--- src/rtl/sram_byte_arbiter.sv ---
// Multi-channel req/ack arbiter and timing controller for a 16-bit asynchronous SRAM
// with byte-lane steering. Pin strobes are registered from the next state so they never glitch.

module sram_byte_arbiter #(
   parameter int NCH       = 2,
   parameter int AW        = 19,
   parameter int WAIT      = 2,
   parameter int PRIO_MODE = 0
) (
   input  logic [0:0]        clk,
   input  logic [0:0]        rst,
   input  logic [NCH-1:0]    req,
   input  logic [NCH-1:0]    we,
   input  logic [NCH*AW-1:0] addr,
   input  logic [NCH*8-1:0]  wdata,
   output logic [NCH-1:0]    ack,
   output logic [7:0]        rdata,
   output logic [0:0]        busy,
   output logic [AW-2:0]     sram_addr,
   output logic [15:0]       sram_dq_o,
   input  logic [15:0]       sram_dq_i,
   output logic [0:0]        sram_dq_oe,
   output logic [0:0]        sram_ce_n,
   output logic [0:0]        sram_oe_n,
   output logic [0:0]        sram_we_n,
   output logic [0:0]        sram_ub_n,
   output logic [0:0]        sram_lb_n
);

   localparam int IW = (NCH > 1) ? $clog2(NCH) : 1;
   localparam int CW = (WAIT > 1) ? $clog2(WAIT) : 1;

   if (WAIT < 1) begin : g_bad_wait
      $error("sram_byte_arbiter: WAIT must be at least 1");
   end
   if (NCH < 1 || NCH > 8) begin : g_bad_nch
      $error("sram_byte_arbiter: NCH must be in 1..8");
   end

   typedef enum logic [1:0] {S_IDLE, S_SETUP, S_ACCESS, S_HOLD} state_e;

   state_e         state_q, state_d;
   logic [CW-1:0]  cnt_q, cnt_d;
   logic [IW-1:0]  gnt_q, gnt_d;
   logic [IW-1:0]  ptr_q, ptr_d;
   logic           we_q, we_d;
   logic [AW-1:0]  addr_q, addr_d;
   logic [7:0]     wdata_q, wdata_d;
   logic [7:0]     rdata_q, rdata_d;
   logic [NCH-1:0] ack_q, ack_d;
   logic           ce_n_q, ce_n_d;
   logic           oe_n_q, oe_n_d;
   logic           we_n_q, we_n_d;
   logic           ub_n_q, ub_n_d;
   logic           lb_n_q, lb_n_d;
   logic           dq_oe_q, dq_oe_d;

   logic [NCH-1:0] req_elig;
   logic           found;
   logic [IW-1:0]  pick;
   logic [IW-1:0]  idx;
   logic           grant;

   function automatic logic [IW-1:0] rr_idx(input logic [IW-1:0] base, input int k);
      int c;
      c = int'(base) + k;
      if (c >= NCH) c = c - NCH;
      return IW'(c);
   endfunction

   // The channel acked in HOLD is excluded so a still-high req is not mistaken for a new one.
   always_comb begin
      // NOTE: every variable gets a default first so no path leaves it unassigned (no latch).
      req_elig = req;
      found    = 1'b0;
      pick     = '0;
      idx      = '0;
      if (state_q == S_HOLD) req_elig[gnt_q] = 1'b0;
      for (int k = 0; k < NCH; k++) begin
         idx = (PRIO_MODE == 1) ? IW'(k) : rr_idx(ptr_q, k);
         if (!found && req_elig[idx]) begin
            found = 1'b1;
            pick  = idx;
         end
      end
   end

   always_comb begin
      state_d = state_q;
      cnt_d   = cnt_q;
      gnt_d   = gnt_q;
      ptr_d   = ptr_q;
      we_d    = we_q;
      addr_d  = addr_q;
      wdata_d = wdata_q;
      rdata_d = rdata_q;
      grant   = 1'b0;

      case (state_q)
         S_IDLE:  grant = found;
         S_SETUP: begin
            state_d = S_ACCESS;
            cnt_d   = CW'(WAIT - 1);
         end
         S_ACCESS: begin
            if (cnt_q == '0) begin
               state_d = S_HOLD;
               if (!we_q) rdata_d = addr_q[0] ? sram_dq_i[15:8] : sram_dq_i[7:0];
            end else begin
               cnt_d = cnt_q - 1'b1;
            end
         end
         S_HOLD: begin
            grant = found;
            if (!found) state_d = S_IDLE;
         end
         default: state_d = S_IDLE;
      endcase

      if (grant) begin
         state_d = S_SETUP;
         gnt_d   = pick;
         ptr_d   = (pick == IW'(NCH - 1)) ? '0 : pick + 1'b1;
         we_d    = we[pick];
         addr_d  = addr[pick*AW +: AW];
         wdata_d = wdata[pick*8 +: 8];
      end

      ce_n_d  = 1'b1;
      oe_n_d  = 1'b1;
      we_n_d  = 1'b1;
      ub_n_d  = 1'b1;
      lb_n_d  = 1'b1;
      dq_oe_d = 1'b0;
      ack_d   = '0;
      if (state_d != S_IDLE) begin
         ce_n_d  = 1'b0;
         ub_n_d  = ~addr_d[0];
         lb_n_d  = addr_d[0];
         oe_n_d  = we_d;
         dq_oe_d = we_d;
      end
      if (state_d == S_ACCESS) we_n_d = ~we_d;
      if (state_d == S_HOLD) ack_d[gnt_d] = 1'b1;
   end

   always_ff @(posedge clk) begin
      // NOTE: state registers use non-blocking assignments so all flops update together.
      if (rst) begin
         state_q <= S_IDLE;
         cnt_q   <= '0;
         gnt_q   <= '0;
         ptr_q   <= '0;
         we_q    <= 1'b0;
         addr_q  <= '0;
         wdata_q <= '0;
         rdata_q <= '0;
         ack_q   <= '0;
         ce_n_q  <= 1'b1;
         oe_n_q  <= 1'b1;
         we_n_q  <= 1'b1;
         ub_n_q  <= 1'b1;
         lb_n_q  <= 1'b1;
         dq_oe_q <= 1'b0;
      end else begin
         state_q <= state_d;
         cnt_q   <= cnt_d;
         gnt_q   <= gnt_d;
         ptr_q   <= ptr_d;
         we_q    <= we_d;
         addr_q  <= addr_d;
         wdata_q <= wdata_d;
         rdata_q <= rdata_d;
         ack_q   <= ack_d;
         ce_n_q  <= ce_n_d;
         oe_n_q  <= oe_n_d;
         we_n_q  <= we_n_d;
         ub_n_q  <= ub_n_d;
         lb_n_q  <= lb_n_d;
         dq_oe_q <= dq_oe_d;
      end
   end

   assign ack        = ack_q;
   assign rdata      = rdata_q;
   assign busy       = (state_q != S_IDLE);
   assign sram_addr  = addr_q[AW-1:1];
   assign sram_dq_o  = {wdata_q, wdata_q};
   assign sram_dq_oe = dq_oe_q;
   assign sram_ce_n  = ce_n_q;
   assign sram_oe_n  = oe_n_q;
   assign sram_we_n  = we_n_q;
   assign sram_ub_n  = ub_n_q;
   assign sram_lb_n  = lb_n_q;

endmodule

--- config.mk ---
export PLATFORM = sky130hd
export DESIGN_NAME = sram_byte_arbiter
export DESIGN_NICKNAME = d
export VERILOG_FILES = /design/src/rtl/sram_byte_arbiter.sv
export SDC_FILE = /design/constraint.sdc
export NUM_CORES = 1
export LEC_CHECK = 0
export ABC_CLOCK_PERIOD_IN_PS = 5850
export CAP_MARGIN = 15
export CORE_ASPECT_RATIO = 1.1
export CORE_MARGIN = 8
export CORE_UTILIZATION = 42
export CTS_BUF_LIST = sky130_fd_sc_hd__clkbuf_4 sky130_fd_sc_hd__clkbuf_8 sky130_fd_sc_hd__clkbuf_16
export CTS_CLUSTER_SIZE = 40
export DETAILED_ROUTE_END_ITERATION = 10
export HOLD_SLACK_MARGIN = 0.06
export PLACE_DENSITY_LB_ADDON = 0.2
export SLEW_MARGIN = 10
export SYNTH_ARGS = -nofsm -noshare
export SYNTH_HDL_FRONTEND = slang
export SYNTH_SLANG_ARGS = --single-unit
--- constraint.sdc ---
create_clock -name clk -period 5.85 [get_ports clk]
set_input_delay 1.4625 -clock clk [delete_from_list [all_inputs] [get_ports clk]]
set_output_delay 1.4625 -clock clk [all_outputs]
set_load 0.02 [all_outputs]
==> impl_results.md, run 1 <==
- Status: complete, no violations
- Final Hold Vio Count: 0
- CP max stage cell: a221oi_4
- Final core area utilization: 63.20%
- Nets@finish: 418
- Worst stage delay on the critical path: 900 ps
- Detailed Route WL: 6563 um
- Initial DRC count: 70
- Slew Limit Headroom: 27.22%
- Crit-path max FO: 32
- Cell taking the most area after synthesis: dfxtp_1
- Crit path max-delay family: compound AO/OA/AOI/OAI gates
- RSZ-0062 raised after global routing: no
- LEAKAGE: 1.426 nW
- Max cap viols: 0
- Top Ports: 127
- Top post-synthesis cells by count: dfxtp_1, a211oi_1, nor2_1, mux2i_1, buf_4
- Area contributors post-synth: dfxtp_1, mux2i_1, a211oi_1
- Syn nets: 326
- Mapped Area: 2401 sq um
- Setup TNS: 0 ps
- Worst-Margin Slew: 1092 ps
- Pwr per Cell Area: 329.5 nW/um^2
- Share of layout cells above drive strength 1: 5.310%
- Worst Path Required: 6060 ps
- Cts bufs inserted: 5
- Via Count: 2065
- Yosys cell types: 35
- VDD IR max: 211.2 uV
- Gate Count Post-Synth: 246
- Row count: 29
- Yosys reg bits: 49
- Htree depth: 2
- Chip width: 88.09 um
- CTS tree: done
- Final ANT Viol Nets: 0
- Syn Area/Cell: 9.760 sq um
- Final min period: 3685 ps
- # setup viols final: 0
- Die ar.: 8395 sq um
- GRT Total Usage: 14.76%
- Number of global-route vias before repair: 2006
- Maximum clock rate: 271.4 MHz
- CP arrival: 3890 ps
- Clk buf depth: 2
- Wire per inst: 15.78 um
- Initial antenna violation count: 0
- Startpoint types: input port
- Fin crit share: 62.99%
- Cts hold-fix bufs: 0
- Seq/Total Area, Yosys: 40.85%
- Ant diodes: 0
- Worst skew pair latency: 300 ps
- CP Class: input port to register
- Buffers on Ports: 126
- Crit. End Element: register
- Sink Count: 49
- Post-synth EDFFs: 0
- Async set or reset register ratio after synthesis: 0%
- Post-DP HPWL: 5141 um
- Post-CTS setup buffer count: 0
- Clock-pin slew on the worst setup and hold paths: 100 ps
- Final Skew: 8.782 ps
- Top_reg_cell synth: dfxtp_1
- Pin count of the biggest net entering global routing: 43
- Area fraction of the dominant cell type after synthesis: 40.85%
- Core box area: 5660 sq um
- Count leader, synth: dfxtp_1
- Post-CTS Resized: 0
- Worst Hold Class: register to register
- Final Slew Violations: 0
- Initial Util: 42.42%
- Post-route DRC: 0
- Final GP Congestion: 0.8303
- Total gr overflow: 0
- CTS Root Cell: clkbuf_8
- FF-to-FF setup slack: 3130 ps
- First-pass GRT wire length: 9749 um
- Yosys warnings: 0
- CP cell instances: clkdlybuf4s50_1 > a21bo_2 > a221oi_4 > buf_4 > nand3_1 > o211a_1
- Area grow syn2layout: 48.98%
- DRT Pass-1 Iters: 4
- DIE HEIGHT: 95.30 um
- Worst Path Buf+Inv: 2
- Number of vias per cell: 4.964
-- kinds of logic after synthesis --
kind of cell	after synthesis	synth area share (%)
adder cells (fa/ha/maj)	4	2.085
AO/OA/AOI/OAI	56	19.12
flip-flops	49	40.85
AND/OR/NAND/NOR	53	10.11
multiplexers	36	15.06
buffers and inverters	48	12.77
-- layout by cell type, fill, tap and decap left out, types with 2 or more instances in the layout --
cell type        count
clkdlybuf4s50_1    126
a221o_1              2
dfxtp_1             49
a211oi_1            38
a21bo_2              2
mux2i_1             35
inv_1                5
nor3b_1              2
clkinvlp_4           3
nor2_1              37
a21o_1               2
nand4_1              2
nand2_1              4
nand3_1              2
ha_1                 4
clkbuf_8             5
a21oi_1              3
buf_4                2
-- state kept, by name, indices dropped and copies added, names as in the netlist, 2 cells and up --
register  flops
addr_q       19
rdata         8
wdata_q       8
ack           2
state_q       2
-- power by group --
group / total [mW] / switching [mW] / internal [mW] / leakage, nW
sequential: 0.450 / 0.0482 / 0.402 / 0.405
clock: 0.202 / 0.118 / 0.0840 / 0.0364
combinational: 0.526 / 0.269 / 0.258 / 0.985
total: 1.18 / 0.435 / 0.744 / 1.43
-- worst register-to-register path: stages, from the launching register on --
cell and delay [ps]:
dfxtp_1 370, ha_1 330, a21bo_2 260, a221oi_4 900
buf_4 460, nand3_1 150, o211a_1 160
-- metrics by stage --
| stage | area, sq um | setup slack [ps] | total power [mW] | hold slack [ps] | cells |
|---|---|---|---|---|---|
| 6_report | 3577 | 2165 | 1.179 | 455.1 | 416 |
| 3_3_place_gp | 3486 | 1891 | 0.9782 | 435.7 | 408 |
| 3_5_place_dp | 3486 | 1850 | 0.9893 | 433.6 | 408 |
| 4_1_cts | 3577 | 2174 | 1.192 | 457.6 | 416 |
| 5_1_grt | 3577 | 1938 | 1.248 | 489.4 | 416 |
| 2_1_floorplan | 2401 | 3067 | 0.8112 | 395.0 | 246 |
-- layout make-up --
class / instances / area (sq um)
Fill cell: 512 / 2083
Timing Repair Buffer: 128 / 1276
Multi-Input combinational cell: 149 / 1114
Sequential cell: 49 / 980.9
Tap cell: 77 / 96.34
Clock buffer: 5 / 68.82
Inverter: 5 / 18.77
Clock inverter: 3 / 22.52
-- final timing paths --
path,start,end,cells after the start
max,req[1],ptr_q,6
max reg2reg,state_q[0],ptr_q,6
min,we_q,sram_we_n,1
min reg2reg,we_q,sram_we_n,1
-- layer usage --
metal	routed length, um	track usage [%]	part of all wire (%)	vias up
li1	-	-	-	1043
met1	2685	16.88	41	945
met2	3243	25.17	49	68
met3	517	5.172	7.9	9
met4	116	4.654	1.8	0
met5	0	0	0	-
(Power assumes the default switching activity.)
==> run 2, diff against run 1 <==
ABC_CLOCK_PERIOD_IN_PS = 2970   (was 5850)
CORE_UTILIZATION = 36   (was 42)
clock period = 2.97 ns   (was 5.85 ns; I/O delays follow)
==> run 2 against run 1 <==
Non-clock buffer count rose by 1. Design area up 2.1%. Clock skew about the same. Largest cell class unchanged.
==> impl_results.md, run 2 (synthesized netlist as in run 1, its figures left out) <==
- Cts bufs inserted: 5 (unchanged)
- Total gr overflow: 0 (unchanged)
- Buffers on Ports: 126 (unchanged)
- Worst Hold Class: register to register (unchanged)
- Detailed Route WL: 6623 um (was 6563 um)
- Clk buf depth: 2 (unchanged)
- Initial Util: 36.85% (was 42.42%)
- Final min period: 2468 ps
- Number of global-route vias before repair: 2094 (was 2006)
- Largest register FFs: 19 (unchanged)
- Clock-pin slew on the worst setup and hold paths: 80 ps (was 100 ps)
- Post-route DRC: 0 (unchanged)
- Htree depth: 2 (unchanged)
- LEAKAGE: 1.472 nW (was 1.426 nW)
- Final WS setup: 502.2 ps (was 2165 ps)
- Final core area utilization: 56.07% (was 63.20%)
- Fin crit share: 83.09%
- RSZ-0062 raised after global routing: no (unchanged)
- Core box area: 6516 sq um (was 5660 sq um)
- DRT Pass-1 Iters: 4 (unchanged)
- Worst Path Required: 2230 ps (was 6060 ps)
- Design area: 3654 sq um (was 3577 sq um)
- Largest Register: addr_q (unchanged)
- Wire per inst: 15.69 um (was 15.78 um)
- Crit-path max FO: 6 (was 32)
- Via Count: 2068 (was 2065)
- Top Ports: 127 (unchanged)
- Final Skew: 8.947 ps (was 8.782 ps)
- Final GP Congestion: 0.8578 (was 0.8303)
- Maximum clock rate: 405.2 MHz
- Final Hold Vio Count: 0 (unchanged)
- Setup TNS: 0 ps (unchanged)
- Status: complete, no violations (unchanged)
- Slew Limit Headroom: 41.96% (was 27.22%)
- CP Class: register to output port (was input port to register)
- Area post-placement: 3520 sq um (was 3486 sq um)
- Cts hold-fix bufs: 0 (unchanged)
- Startpoint types: register (was input port)
- Worst-Margin Slew: 866.7 ps (was 1092 ps)
- CTS tree: done (unchanged)
- Chip width: 93.87 um (was 88.09 um)
- First-pass GRT wire length: 10340 um (was 9749 um)
- Final Slew Violations: 0 (unchanged)
- Most frequent cells in the layout: clkdlybuf4s50_1, dfxtp_1, a211oi_1 (unchanged)
- Initial antenna violation count: 0 (unchanged)
- Max cap viols: 0 (unchanged)
- Final ANT Viol Nets: 0 (unchanged)
- Share of layout cells above drive strength 1: 5.882% (was 5.310%)
- GRT Total Usage: 13.55% (was 14.76%)
- CP arrival: 1730 ps (was 3890 ps)
- Worst skew pair latency: 300 ps (about the same)
- VDD IR max: 302.1 uV (was 211.2 uV)
- Pre-CTS WS: 311.7 ps (was 1850 ps)
- Sink Count: 49 (unchanged)
- Area grow syn2layout: 52.16% (was 48.98%)
- Most common cell after layout, fill and taps aside: clkdlybuf4s50_1 (unchanged)
- # setup viols final: 0 (unchanged)
- Crit. End Element: output port (was register)
- Hold Worst Slack: 459.5 ps (was 455.1 ps)
- Nets@finish: 419 (was 418)
- Post-CTS setup buffer count: 0 (unchanged)
- Ant diodes: 0 (unchanged)
- Row count: 31 (was 29)
- Pwr per Cell Area: 685.2 nW/um^2 (was 329.5 nW/um^2)
- Post-CTS Resized: 0 (unchanged)
- CTS Root Cell: clkbuf_8 (unchanged)
- DIE HEIGHT: 101.7 um (was 95.30 um)
- Die ar.: 9542 sq um (was 8395 sq um)
- Fillers: 618 (was 512)
- Pin count of the biggest net entering global routing: 44 (was 43)
- Initial DRC count: 61 (was 70)
- Post-DP HPWL: 5208 um (was 5141 um)
- Number of vias per cell: 4.900 (was 4.964)
run 2: layout make-up:
class	instances	area (sq um)	share of cell area [%]
timing repair buffer	129	1304	35.68
clock inverter	3	65.06	1.781
multi-input combinational	149	1114	30.48
clock buffer	5	68.82	1.884
sequential	49	980.9	26.85
tap	82	102.6	2.808
inverter	5	18.77	0.5137
run 2: power by group:
part,internal (mW),switching [mW],total [mW],leakage [nW]
logic,0.527,0.535,1.06,0.999
registers,0.792,0.0905,0.883,0.405
clock network,0.335,0.224,0.558,0.0681
total,1.65,0.849,2.50,1.47
run 2: final timing paths:
kind	start	endpoint	slack (ps)	cells after the start
setup reg to reg	state_q[0]	sram_ub_n	880	5
hold / removal	we_q	sram_we_n	460	1
hold reg to reg	we_q	sram_we_n	460	1
setup / recovery	state_q[0]	busy	500	4
run 2: per-layer routing:
metal | GRT usage [%] | share of wire (%) | vias up
met2 | 22.16 | 46 | 85
met3 | 4.967 | 9.3 | 6
met5 | 0 | 0 | -
met4 | 3.297 | 0.89 | 0
li1 | - | - | 1053
met1 | 16.37 | 44 | 924
run 2: stage by stage:
| stage | total power [mW] | instances |
|---|---|---|
| final | 2.504 | 422 |
| after global routing | 2.656 | 422 |
| after CTS | 2.538 | 422 |
| after detailed placement | 1.975 | 414 |
| after global placement | 1.959 | 414 |
| after floorplan | 1.598 | 246 |
run 2: worst max-delay path, cell delays in order, from the launching register on:
cell,delay (ps)
dfxtp_1,420
inv_1,130
ha_1,210
inv_1,60
clkdlybuf4s50_1,610
